`src/rtl/interleaver_pkg.sv`:
```
// rtl/interleaver_pkg.sv - shared constants and index permutation for the block interleaver
//
// Purpose: default block geometry, index width and the k -> j_k permutation
// used by interleaver_index_gen (and available to any model of the block).
package interleaver_pkg;

    localparam int NCBPS_DEF = 192;            // coded bits per block
    localparam int NCPC_DEF  = 2;              // coded bits per subcarrier
    localparam int S_DEF     = NCPC_DEF / 2;   // second-permutation group size
    localparam int D_DEF     = 16;             // first-permutation column count
    localparam int IDX_W     = $clog2(NCBPS_DEF);

    // Two-stage permutation: the first spreads adjacent bits across columns,
    // the second rotates bits within groups of s so neighbours alternate
    // between more and less reliable constellation bits.
    function automatic logic [IDX_W-1:0] perm_index(
        input int unsigned k,
        input int unsigned ncbps,
        input int unsigned d,
        input int unsigned s
    );
        int unsigned m;
        int unsigned jv;
        m  = (ncbps / d) * (k % d) + (k / d);
        jv = s * (m / s) + ((m + ncbps - ((d * m) / ncbps)) % s);
        return jv[IDX_W-1:0];
    endfunction

endpackage

```
`src/rtl/interleaver_index_gen.sv`:
```
// rtl/interleaver_index_gen.sv - combinational natural-order to interleaved-position mapping
//
// Purpose: maps read position k of a block to its output position j_k.
// Ports:
//   i_k  in   IDX_W  natural-order bit position within the block
//   o_j  out  IDX_W  interleaved position j_k
module interleaver_index_gen
    import interleaver_pkg::*;
#(
    parameter int Ncbps = NCBPS_DEF,
    parameter int d     = D_DEF,
    parameter int s     = S_DEF
) (
    input  logic [IDX_W-1:0] i_k,
    output logic [IDX_W-1:0] o_j
);

    always_comb begin
        o_j = perm_index(32'(i_k), Ncbps, d, s);
    end

endmodule

```
`src/rtl/interleaver_top.sv`:
```
// rtl/interleaver_top.sv - ping-pong block bit interleaver with ready/valid handshakes
//
// Purpose: collects Ncbps serial bits into the write bank while the other bank
// is emitted in natural order k, each bit tagged with its interleaved
// position j_k. Banks swap as soon as the write bank is full and the read
// bank has been drained, so streaming runs at one bit per clock.
// Ports:
//   clk                in   1      rising-edge clock
//   resetN             in   1      asynchronous reset, active high
//   data_in            in   1      serial coded bit
//   valid_in           in   1      data_in valid
//   ready_out          out  1      a bit can be accepted this cycle
//   data_out           out  1      output bit (natural order k)
//   data_out_index     out  IDX_W  interleaved position j_k of data_out
//   valid_interleaver  out  1      data_out/data_out_index valid
//   ready_in           in   1      downstream consumes when high with valid
// Build option: INTERLEAVER_SVA_EN compiles handshake/stability/uniqueness assertions.
module interleaver_top
    import interleaver_pkg::*;
#(
    parameter int Ncbps = NCBPS_DEF,
    parameter int Ncpc  = NCPC_DEF,
    parameter int s     = Ncpc / 2,
    parameter int d     = D_DEF
) (
    input  logic             clk,
    input  logic             resetN,
    input  logic             data_in,
    input  logic             valid_in,
    output logic             ready_out,
    output logic             data_out,
    output logic [IDX_W-1:0] data_out_index,
    output logic             valid_interleaver,
    input  logic             ready_in
);

    localparam logic [IDX_W-1:0] LAST = IDX_W'(Ncbps - 1);

    // Bank storage is not reset: the empty/full flags alone decide what is live.
    logic [Ncbps-1:0] r_bank0;
    logic [Ncbps-1:0] r_bank1;
    logic             r_wsel;      // bank being written; the other is read
    logic [IDX_W-1:0] r_wcnt;
    logic [IDX_W-1:0] r_rcnt;
    logic             r_wfull;     // write bank complete, waiting for a swap
    logic             r_rvalid;    // read bank still holds undrained bits
    logic             r_ready;
    logic             r_dout;
    logic [IDX_W-1:0] r_idx;
    logic             r_vout;

    logic             w_acc;
    logic             w_acc_last;
    logic             w_out_free;
    logic             w_rd;
    logic             w_rd_last;
    logic             w_wbank_full;
    logic             w_swap;
    logic             w_wfull_nxt;
    logic             w_rd_bit;
    logic [IDX_W-1:0] w_j;

    interleaver_index_gen #(
        .Ncbps (Ncbps),
        .d     (d),
        .s     (s)
    ) u_index_gen (
        .i_k (r_rcnt),
        .o_j (w_j)
    );

    always_comb begin
        w_acc        = valid_in && r_ready;
        w_acc_last   = w_acc && (r_wcnt == LAST);
        // The output register can take a new bit when empty or being consumed.
        w_out_free   = !r_vout || ready_in;
        w_rd         = r_rvalid && w_out_free;
        w_rd_last    = w_rd && (r_rcnt == LAST);
        // Swap on the very edge that completes the write bank, so the first
        // bit of the block reaches the output register one clock later.
        w_wbank_full = r_wfull || w_acc_last;
        w_swap       = w_wbank_full && (!r_rvalid || w_rd_last);
        w_wfull_nxt  = w_wbank_full && !w_swap;
        w_rd_bit     = r_wsel ? r_bank0[r_rcnt] : r_bank1[r_rcnt];
    end

    always_ff @(posedge clk) begin
        if (w_acc) begin
            if (r_wsel) begin
                r_bank1[r_wcnt] <= data_in;
            end else begin
                r_bank0[r_wcnt] <= data_in;
            end
        end
    end

    always_ff @(posedge clk or posedge resetN) begin
        if (resetN) begin
            r_wsel   <= 1'b0;
            r_wcnt   <= '0;
            r_rcnt   <= '0;
            r_wfull  <= 1'b0;
            r_rvalid <= 1'b0;
            r_ready  <= 1'b0;
            r_dout   <= 1'b0;
            r_idx    <= '0;
            r_vout   <= 1'b0;
        end else begin
            r_wfull  <= w_wfull_nxt;
            r_ready  <= !w_wfull_nxt;
            r_rvalid <= w_swap || (r_rvalid && !w_rd_last);
            if (w_swap) begin
                r_wsel <= !r_wsel;
            end
            if (w_acc) begin
                r_wcnt <= w_acc_last ? '0 : r_wcnt + 1'b1;
            end
            if (w_rd) begin
                r_rcnt <= w_rd_last ? '0 : r_rcnt + 1'b1;
                r_vout <= 1'b1;
                r_dout <= w_rd_bit;
                r_idx  <= w_j;
            end else if (ready_in) begin
                r_vout <= 1'b0;
            end
        end
    end

    assign ready_out         = r_ready;
    assign data_out          = r_dout;
    assign data_out_index    = r_idx;
    assign valid_interleaver = r_vout;

`ifdef INTERLEAVER_SVA_EN
    logic [Ncbps-1:0] r_seen;
    logic [IDX_W-1:0] r_ocnt;

    always_ff @(posedge clk or posedge resetN) begin
        if (resetN) begin
            r_seen <= '0;
            r_ocnt <= '0;
        end else if (r_vout && ready_in) begin
            if (r_ocnt == LAST) begin
                r_seen <= '0;
                r_ocnt <= '0;
            end else begin
                r_seen[r_idx] <= 1'b1;
                r_ocnt        <= r_ocnt + 1'b1;
            end
        end
    end

    a_no_accept_when_busy : assert property (@(posedge clk) disable iff (resetN)
        !r_ready |=> $stable(r_wcnt));

    a_stable_backpressure : assert property (@(posedge clk) disable iff (resetN)
        (r_vout && !ready_in) |=> (r_vout && $stable(r_dout) && $stable(r_idx)));

    a_unique_index : assert property (@(posedge clk) disable iff (resetN)
        (r_vout && ready_in) |-> !r_seen[r_idx]);
`endif

endmodule

```
`config.mk`:
```
export PLATFORM = sky130hd
export DESIGN_NAME = interleaver_top
export DESIGN_NICKNAME = d
export VERILOG_FILES = /design/src/rtl/interleaver_pkg.sv /design/src/rtl/interleaver_index_gen.sv /design/src/rtl/interleaver_top.sv
export SDC_FILE = /design/constraint.sdc
export NUM_CORES = 1
export LEC_CHECK = 0
export BUFFER_PORTS_ARGS = -buffer_cell sky130_fd_sc_hd__buf_2
export CORE_MARGIN = 1.5
export CORE_UTILIZATION = 50
export CTS_CLUSTER_DIAMETER = 50
export DETAILED_ROUTE_END_ITERATION = 7
export GPL_ROUTABILITY_DRIVEN = 0
export HOLD_SLACK_MARGIN = 0.02
export PLACE_DENSITY = 0.71
export SYNTH_ARGS = -nofsm -noshare
export SYNTH_HDL_FRONTEND = slang
export SYNTH_HIERARCHICAL = 1
export SYNTH_SLANG_ARGS = --single-unit
```
`constraint.sdc`:
```
create_clock -name clk -period 4.54 [get_ports clk]
set_input_delay 0.908 -clock clk [delete_from_list [all_inputs] [get_ports clk]]
set_output_delay 0.908 -clock clk [all_outputs]
set_load 0.02 [all_outputs]
```
# --- After elaboration in Yosys (flattened, before gate mapping) ---
# Index checks and enable logic that the tools add are counted.
classes:
  n_mul: 1
  mux: 13
  add_sub_neg: 3
  bitwise_logic: 1
  n_lt_le_gt_ge: 3
  n_reduce_logical: 21
  n_eq_ne: 2
ops:
  columns: ["operator", "count"]
  rows:
  - ["192-bit bitwise mux", 2]
  - ["8-bit by 9-bit < comparator with 1-bit output (second input constant)", 2]
  - ["8-bit by 1-bit adder with 8-bit output (second input constant)", 2]
  - ["1-bit binary-select mux with 8-bit select", 2]
  - ["8-bit equality test (second input constant)", 2]
  - ["8-bit 2-to-1 mux", 2]
  - ["8-bit by 4-bit adder with 8-bit output", 1]
  - ["1-bit demux with 8-bit select", 1]
  - ["8-bit by 1-bit greater-or-equal comparator with 1-bit output (second input constant)", 1]
  - ["1-bit logical AND", 8]
  - ["1-bit zero test", 6]
  - ["2-bit by 4-bit multiplier with 6-bit output (first input constant)", 1]
  - ["1-bit 2-to-1 mux", 6]
  - ["1-bit logical OR", 4]
  - ["2-bit AND reduction", 2]
  - ["2-bit nonzero test", 1]
  - ["1-bit NOT", 1]
totals:
  inputBits: 5
  reg_bits: 414
  wordCells: 55
  output_inout_bits: 11

# --- Depth between registers and ports, before layout ---
# Gate-level depths: netlist of run 1.
logic_depth:
  depth_word: 9
  ltp_mapped: 10
  mapped_depth_nobuf: 8

# --- By module ---
# The synthesis of run 1 kept the hierarchy.
modules_own_cells:
  columns: ["mod", "cells_each", "n_inst", "seq_area_each_um2", "area_per_inst_um2"]
  rows:
  - ["interleaver_top", 1300, 1, 12281.8, 18074.8]
  - ["interleaver_index_gen", 36, 1, 0.0, 301.5]

# --- Worst setup path after synthesis of run 1 ---
# Ideal clock, no wire load.
synth_timing:
  path_type: "input to register"
  start: "in valid_in"
  end: "reg r_bank1[54] (enable)"
  path_buffers: 3
  slack_ns: 1.974
  t_arrival_ns: 2.266
  cell_stages: 7
  setup_ns: 0.300
  t_required_ns: 4.240
  cell_sequence: "and2_1 -> clkbuf_1 -> nand2_1 -> or4_1 -> clkbuf_1 -> clkbuf_1 -> nor2_1"
synth_between:
  elab_chain_cells: 2
synth_rtl:
  columns: ["item", "line", "rtl"]
  rows:
  - ["start: declaration", "interleaver_top.sv:29", "input logic valid_in,"]
  - ["1-bit logical AND", "interleaver_top.sv:73", "w_acc = valid_in && r_ready;"]
  - ["2-bit AND reduction (no line)", null, null]
  - ["end signal: indexed assignment", "interleaver_top.sv:90", "r_bank1[r_wcnt] <= data_in;"]
  - ["end: declaration", "interleaver_top.sv:41", "logic [Ncbps-1:0] r_bank1;"]
# Every way passes these cells.
# A chain may end at the register's enable or synchronous reset.

# --- Worst setup path after layout of run 1 ---
layout_timing:
  start: "reg r_rcnt[0]"
  end: "reg r_dout (netlist: data_out)"
layout_between:
  elab_chain_cells: 3
  elab_cells_between_ends: 5
  classes_between: "5 x mux"
layout_rtl:
  columns: ["item", "line", "rtl"]
  rows:
  - ["start: declaration", "interleaver_top.sv:44", "logic [IDX_W-1:0] r_rcnt;"]
  - ["start signal: assignment", "interleaver_top.sv:119", "r_rcnt <= w_rd_last ? '0 : r_rcnt + 1'b1;"]
  - ["1-bit binary-select mux with 8-bit select", "interleaver_top.sv:84", "w_rd_bit = r_wsel ? r_bank0[r_rcnt] : r_bank1[r_rcnt];"]
  - ["1-bit 2-to-1 mux (not written as such)", "interleaver_top.sv:84", null]
  - ["1-bit 2-to-1 mux (*)", "interleaver_top.sv:84", null]
  - ["end signal: assignment", "interleaver_top.sv:121", "r_dout <= w_rd_bit;"]
  - ["end: declaration", "interleaver_top.sv:48", "logic r_dout;"]
# Mark *: on every way between the ends. The rest lies on a longest branch, timed or not. The select of a mux whose other input is x is not followed.

==> impl_metrics.csv, run 1 <==
group,metric,value,unit
outcome,status,"finished clean",
synthesis,yosys_warnings,6,
floorplan,die_y,195,um
worst_setup_path,required,4.95,ns
route,vias_per_cell,6.12,
route,drc,0,
timing,relSlewSlack,19.2,%
synthesis,synth_area_leaders,"edfxtp_1 63%, mux4_2 10%, nor2_1 8.4%",
place,dp_cells,1734,
worst_setup_path,criticalPathCategory,"reg2reg",
worst_setup_path,path_max_fanout,47,
worst_setup_path,critical_path_arrival,3.99,ns
synthesis,synth-compound-area-share,3.15,%
timing,min_period_over_period,78.8,%
power,comb_power_share,8.2,%
finish,multi_input_area,0.00555,sq mm
synthesis,ys_ff_latch,414,
clock_network,cts.sinks,414,
global_route,grtUsageTotal,23.5,%
timing,drv_slew,0,
synthesis,syn_inst,1336,
synthesis,synthMuxAreaShare,12.3,%
job,drv_cap,0,
clock_network,insertion_delay,0.55,ns
finish,fin_area,0.0201,sq mm
synthesis,yosys.area_share.simple,12.9,%
power,seq_power_share,51.6,%
power,p_switching,2.07,mW
clock_network,ctsResizeCount,0,
power,p_per_area,412,mW/mm^2
synthesis,synth_top_family_by_area,"simple AND/OR/NAND/NOR gates",
floorplan,num_rows,70,
synthesis,netlist.area_leader.share,62.7,%
route,ant_nets,0,
synthesis,synth_cell_types,62,
synthesis,synth.avg_cell_area,13.8,sq um
synthesis,syn-cell-area,0.0184,sq mm
clock_network,post_cts_buffers,0,
clock_network,root_buffer,"clkbuf_16",
power,p_total,8.27,mW
clock_network,tritoncts,"done",
synthesis,synth_ff_type,"edfxtp_1",
finish,seq_area,0.0123,sq mm
synthesis,synthTopCellsByCount,"410 x nor2_1, 384 x edfxtp_1, 84 x nand2_1",
worst_setup_path,worst_setup_path_end_kind,"register",
clock_network,htree_levels,2,
timing,hold_viol,0,
timing,worst_pin_slew,1.21,ns
timing,setup_tns,0,ns
clock_network,clkTransAtPathRegs,0.06,ns
synthesis,synthAdderAreaFrac,0.967,%
timing,clock_skew,0.0158,ns
route,wl_per_cell,24.0,um
finish,utilization,55.1,%
place,placed_area,0.0188,sq mm
worst_setup_path,start_kind,"register",
floorplan,core-area,0.0364,sq mm
global_route,antenna_found_initial,1,
power,clkPwrFrac,40.2,%
timing,setup_violations,0,
timing,fmax,280,MHz
place,post-dp-hpwl,24.6,mm
floorplan,dieArea,0.0379,sq mm
global_route,grt_pass1_wl,66.2,mm
synthesis,synth_xor_area_share,0.763,%
finish,antennaDiodeCount,0,
global_route,grt_remaining_overflow,0,
power,ir_drop,337,uV
finish,layout-drive-gt1-share,14.5,%
route,drt_pass1_iterations,5,
finish,fin_nets,1329,
route,finalWirelength,43.5,mm
synthesis,synth.most_common_cell,"nor2_1",
route,routed-via-count,11100,
clock_network,max-clock-path-buffers,3,
finish,fillers,2963,
global_route,grt_max_degree,140,
finish,syn_to_final_growth,9.23,%
floorplan,start_util,50.4,%
floorplan,die_w,195,um
timing,rsz0062_at_grt,"false",
route,detail_route.iter0.violations,1280,
power,p_int,6.20,mW
global_route,grt_pass1_vias,10900,
worst_hold_path,hold_path_class,"in2async",
clock_network,cts_buffers,43,
finish,layout.cells.non_filler,1810,
power,leakagePower,6.08,nW
timing,layout_min_cycle_time,3.58,ns
power,switching_share,25.1,%
place,port_buffers,15,
synthesis,yosysTopAreaCell,"edfxtp_1",
synthesis,async_reset_ff_share,7.25,%
synthesis,synth_edf_count,384,
synthesis,ys_seq_area_share,66.8,%
clock_network,ctsHoldBuffers,0,
floorplan,io_pins,16,
synthesis,syn-num-nets,1354,
## sequential cells by signal (all words and copies together) (netlist names), 8 cells and up
register	cells
r_bank0	192
r_bank1	192
data_out_index	8
r_rcnt	8
r_wcnt	8
## routing by layer
metal / track usage, % / vias to the layer above / part of all wire (%)
li1: - / 4814 / -
met1: 31.3 / 5658 / 39
met3: 3.49 / 111 / 7.4
met2: 39.0 / 492 / 50
met5: 0 / - / 0.028
met4: 9.46 / 2 / 3.9
## cells by family (layout without fill, tap and decap cells)
kind of cell	after synthesis	in the layout
AO/OA/AOI/OAI	77	77
XOR/XNOR	16	16
adder cells (fa/ha/maj)	13	13
buffers and inverters	115	121
flip-flops	414	414
multiplexers	122	122
AND/OR/NAND/NOR	579	579
## worst paths after layout
check	slack, ns	cells after the start	startpoint	end
hold / removal	0.37	2	resetN	valid_interleaver
hold reg to reg	0.47	2	data_out_index[5]	data_out_index[5]
min in group clk	0.47	2	data_out_index[5]	data_out_index[5]
setup reg to reg	0.96	6	r_rcnt[0]	data_out
max in group asynchronous	3.49	3	resetN	r_rcnt[0]
setup / recovery	0.96	6	r_rcnt[0]	data_out
## cell type report
cell class                 instances  share of cell area, %
inverter                          10                  0.187
timing repair buffer              35                   1.48
sequential                       414                   61.2
clock buffer                      57                   5.72
multi-input combinational        807                   27.7
clock inverter                    19                  0.798
tap                              468                   2.92
## power groups by stage
stage	combinational, mW	sequential [mW]	clock, mW
after floorplan	0.361	4.30	0
after global placement	0.665	4.34	0
after detailed placement	0.673	4.34	0
after CTS	0.675	4.26	3.38
after global routing	0.710	4.27	3.53
final	0.676	4.27	3.33
## through the flow
stage | setup slack (ns) | hold WS (ns)
after detailed placement | 1.14 | 0.458
final | 0.965 | 0.367
after floorplan | 1.97 | 0.437
after CTS | 1.09 | 0.381
after global routing | 0.779 | 0.408
after global placement | 1.22 | 0.452
## critical path, stage by stage (launching register included)
cell	delay (ns)
dfrtp_4	1.06
nor3b_1	1.05
a22o_1	0.27
nor4_1	0.06
nor4_1	0.56
and4_1	0.33
a221oi_1	0.08
## cells in the final DEF, fill, tap and decap left out, types with 7 or more instances in the layout
master / instances
clkinv_1: 10
inv_1: 8
nand2_1: 76
nor3_1: 12
dfrtp_1: 28
nand2_2: 9
buf_2: 14
nand2b_1: 10
clkbuf_16: 43
mux2i_1: 35
edfxtp_1: 384
a22oi_1: 19
ha_1: 11
xnor2_1: 11
mux4_2: 83
nor2b_1: 11
o21ai_0: 9
nor4_1: 7
nand3_1: 16
buf_4: 15
clkbuf_1: 12
nor2_1: 410
Note: power is estimated with default switching activity, not from simulation.
==> run 2: changes to the inputs <==
Settings changed: PLACE_DENSITY 0.71 to 0.74.
Clock period 4.54 ns to 3.1 ns, I/O delays scaled along.
==> run 2 against run 1 <==
Clock skew is 0.0053 ns higher; die area did not move; register-to-register slack lost 0.77 ns; sequential power is 46% higher; utilization increased by 1.3 points; clock power increased by 54%; first-iteration DRC count up 9.1%; critical endpoint unchanged; highest routed layer is now met4.
==> impl_metrics.csv, run 2 (synthesis gave the netlist of run 1 again) <==
group,metric,value,unit
floorplan,core-area,0.0364,sq mm
floorplan,num_rows,70,
clock_network,clkTransAtPathRegs,0.06,ns
worst_setup_path,worst_setup_path_end_kind,"register",
finish,layout_common_cells,"410 x nor2_1, 384 x edfxtp_1, 84 x nand2_1",
finish,fin_area,0.0206,sq mm
power,p_per_area,605,mW/mm^2
route,detail_route.iter0.violations,1396,
timing,min_period_over_period,93.9,%
place,post-dp-hpwl,26.2,mm
clock_network,max-clock-path-buffers,3,
worst_setup_path,worst_path_max_delay_cell,"dfrtp_4",
route,finalWirelength,44.0,mm
power,ir_drop,430,uV
worst_setup_path,slowest_delay,0.62,ns
floorplan,start_util,50.4,%
timing,layout_min_cycle_time,2.91,ns
clock_network,post_cts_buffers,0,
timing,rsz0062_at_grt,"false",
route,routed-via-count,11400,
clock_network,ctsResizeCount,0,
floorplan,die_y,195,um
timing,drv_slew,0,
route,drc,0,
worst_setup_path,path_max_fanout,20,
clock_network,insertion_delay,0.55,ns
timing,setup_tns,0,ns
timing,clock_skew,0.0211,ns
global_route,grtUsageTotal,23.5,%
power,leakagePower,6.37,nW
finish,fin_nets,1377,
finish,layout_commonest_cell,"nor2_1",
place,port_buffers,15,
route,ant_nets,0,
finish,layout.cells.non_filler,1863,
global_route,grt_pass1_vias,11400,
place,dp_cells,1781,
job,drv_cap,0,
finish,largestRegisters,"r_bank0 (192), r_bank1 (192)",
global_route,grt_pass1_wl,66.6,mm
finish,syn_to_final_growth,11.9,%
timing,worst_pin_slew,0.993,ns
clock_network,htree_levels,2,
floorplan,io_pins,16,
global_route,grt_max_degree,103,
route,wl_per_cell,23.6,um
clock_network,ctsHoldBuffers,0,
timing,hold_viol,0,
floorplan,die_w,195,um
worst_hold_path,hold_path_class,"in2async",
route,vias_per_cell,6.12,
clock_network,tritoncts,"done",
worst_setup_path,path_cells,"buf_12 > buf_12 > mux4_2 > a22o_1 > o21ai_0 > a41oi_1 > o21ai_0 > a221oi_1",
place,placed_area,0.0191,sq mm
outcome,status,"finished clean",
worst_setup_path,critical_path_arrival,3.30,ns
clock_network,cts_buffers,44,
clock_network,root_buffer,"clkbuf_16",
clock_network,cts.sinks,414,
timing,relSlewSlack,33.7,%
worst_setup_path,start_kind,"register",
route,drt_pass1_iterations,7,
finish,layout-drive-gt1-share,17.1,%
timing,fmax,344,MHz
timing,setup_violations,0,
worst_setup_path,required,3.49,ns
global_route,grt_remaining_overflow,0,
finish,antennaDiodeCount,0,
global_route,antenna_found_initial,0,
worst_setup_path,criticalPathCategory,"reg2reg",
floorplan,dieArea,0.0379,sq mm
[run 2: metal layers]
| layer | track usage [%] | share of wire, % | vias to the layer above |
|---|---|---|---|
| li1 | - | - | 4914 |
| met1 | 31.1 | 39 | 5797 |
| met2 | 38.4 | 49 | 584 |
| met3 | 4.79 | 9.1 | 104 |
| met4 | 9.38 | 3.7 | 0 |
| met5 | 0 | 0 | - |
[run 2: worst paths after layout]
check | startpoint | endpoint | slack, ns | depth (start not counted)
max | r_rcnt[0] | data_out | 0.19 | 8
min | resetN | r_rcnt[2] | 0.28 | 2
max reg2reg | r_rcnt[0] | data_out | 0.19 | 8
min reg2reg | data_out_index[1] | data_out_index[1] | 0.47 | 2
max in group asynchronous | resetN | r_rcnt[1] | 2.13 | 2
min in group clk | ready_in | valid_interleaver | 0.39 | 3
[run 2: stage by stage]
stage / total power, mW / worst slack [ns] / utilization (%) / hold WS, ns
3_5_place_dp: 7.38 / 0.260 / 52.5 / 0.455
2_1_floorplan: 6.82 / 0.822 / - / 0.437
5_1_grt: 12.8 / 0.115 / 56.4 / 0.351
4_1_cts: 12.5 / 0.243 / 56.4 / 0.297
3_3_place_gp: 7.36 / 0.317 / 52.5 / 0.453
6_report: 12.4 / 0.190 / 56.4 / 0.284
[run 2: where the power goes]
part	switching (mW)	total [mW]	leakage [nW]	internal [mW]
Sequential	0.0836	6.25	3.84	6.16
Clock	2.11	5.14	0.695	3.03
Combinational	0.879	1.06	1.84	0.177
[run 2: area by class of cell]
type	count	area, sq um
Clock inverter	22	191
Timing Repair Buffer	82	699
Multi-Input combinational cell	807	5530
Fill cell	2787	15900
Inverter	10	37.5
Tap cell	468	586
Sequential cell	414	12300
Clock buffer	60	1220
[run 2: critical path, delay by kind of cell (launching register included)]
family / cells / cell delay [ns]
mux: 1 / 0.53
flops: 1 / 0.62
compound gates: 5 / 1.12
buf+inv: 2 / 0.46
==> run 3: changes to the inputs <==
Settings changed: PLACE_DENSITY 0.74 to 0.68.
==> run 3 against run 2 <==
Final area decreased by 0.55%; flip-flop and latch count did not move; clock power down 2%; largest power group unchanged.
==> impl_metrics.csv, run 3 (synthesis gave the netlist of run 1 again) <==
group,metric,value,unit
finish,fin_area,0.0204,sq mm
finish,multi_input_area,0.00553,sq mm
power,p_total,12.3,mW
job,drv_cap,0,
global_route,grt_pass1_wl,68.3,mm
place,port_buffers,15,
worst_setup_path,required,3.51,ns
global_route,grt_remaining_overflow,0,
timing,rsz0062_at_grt,"false",
finish,largestRegisters,"r_bank0 (192), r_bank1 (192)",
finish,layout_commonest_cell,"nor2_1",
worst_setup_path,critical_path_arrival,3.31,ns
worst_setup_path,worst_setup_path_end_kind,"register",
finish,layout_common_cells,"410 x nor2_1, 384 x edfxtp_1, 84 x nand2_1",
floorplan,die_y,195,um
route,detail_route.iter0.violations,1293,
timing,setup_ws,0.201,ns
route,ant_nets,0,
clock_network,htree_levels,2,
route,drc,0,
timing,worst_pin_slew,0.950,ns
worst_setup_path,r2r-start,"r_rcnt[0]",
outcome,status,"finished clean",
clock_network,cts_buffers,45,
power,ir_drop,318,uV
finish,fillers,2922,
worst_setup_path,path_max_fanout,32,
place,dpl_worst_slack,0.187,ns
worst_setup_path,criticalPathCategory,"reg2reg",
floorplan,core-area,0.0364,sq mm
timing,clock_skew,0.0110,ns
floorplan,num_rows,70,
global_route,grtUsageTotal,24.2,%
finish,antennaDiodeCount,0,
global_route,grt_max_degree,124,
global_route,grt_pass1_vias,11200,
route,finalWirelength,44.7,mm
route,drt_pass1_iterations,6,
finish,syn_to_final_growth,11.3,%
place,post-dp-hpwl,26.5,mm
clock_network,post_cts_buffers,0,
timing,min_period_over_period,93.5,%
floorplan,die_w,195,um
clock_network,ctsResizeCount,0,
floorplan,start_util,50.4,%
floorplan,dieArea,0.0379,sq mm
global_route,antenna_found_initial,0,
timing,fmax,345,MHz
place,placed_area,0.0191,sq mm
timing,setup_tns,0,ns
power,leakagePower,6.30,nW
route,wl_per_cell,24.1,um
timing,relSlewSlack,36.6,%
timing,layout_min_cycle_time,2.90,ns
timing,drv_slew,0,
finish,layout-drive-gt1-share,16.6,%
route,vias_per_cell,6.07,
timing,hold_viol,0,
place,dp_cells,1778,
timing,hold_ws,0.287,ns
finish,layout.cells.non_filler,1857,
floorplan,io_pins,16,
worst_setup_path,setup.worst_path.start,"r_rcnt[0]",
finish,fin_nets,1375,
worst_hold_path,hold_path_class,"in2async",
finish,seq_area,0.0123,sq mm
clock_network,tritoncts,"done",
clock_network,clkTransAtPathRegs,0.06,ns
timing,setup_violations,0,
power,p_per_area,602,mW/mm^2
clock_network,ctsHoldBuffers,0,
clock_network,root_buffer,"clkbuf_16",
clock_network,max-clock-path-buffers,3,
worst_setup_path,start_kind,"register",
clock_network,cts.sinks,414,
clock_network,insertion_delay,0.54,ns
route,routed-via-count,11300,
finish,utilization,56.1,%
run 3: final timing paths:
| path | to | slack [ns] | cells after the start |
|---|---|---|---|
| worst max-delay path | data_out | 0.20 | 7 |
| worst min-delay path | data_out_index[5] | 0.29 | 2 |
| max in group asynchronous | r_rcnt[1] | 2.13 | 2 |
| worst max register to register | data_out | 0.20 | 7 |
| min in group clk | valid_interleaver | 0.41 | 3 |
| worst min register to register | data_out_index[6] | 0.46 | 2 |
run 3: area by class of cell:
class / count / area share [%]
Clock buffer: 60 / 5.83
Clock inverter: 19 / 0.832
Inverter: 10 / 0.184
Multi-Input combinational cell: 807 / 27.1
Sequential cell: 414 / 60.1
Tap cell: 468 / 2.86
Timing Repair Buffer: 79 / 3.13
run 3: power breakdown:
part	leakage [nW]	internal, mW	switching, mW
logic	1.81	0.173	0.866
clock network	0.651	2.94	2.08
registers	3.84	6.16	0.0849
total	6.30	9.27	3.03
run 3: worst max-delay path: stages, from the launching register on:
cell and delay, ns:
dfrtp_4 0.79, buf_12 0.33, mux4_2 0.54, a221o_1 0.33, a21oi_1 0.27, a311oi_1 0.09
o21ai_0 0.26, a221oi_1 0.14
run 3: per-layer routing:
metal / global-route usage, % / share of wire, %
met1: 33.3 / 40
met2: 38.6 / 47
met3: 4.53 / 9.1
met4: 9.40 / 3.6
met5: 0 / 0
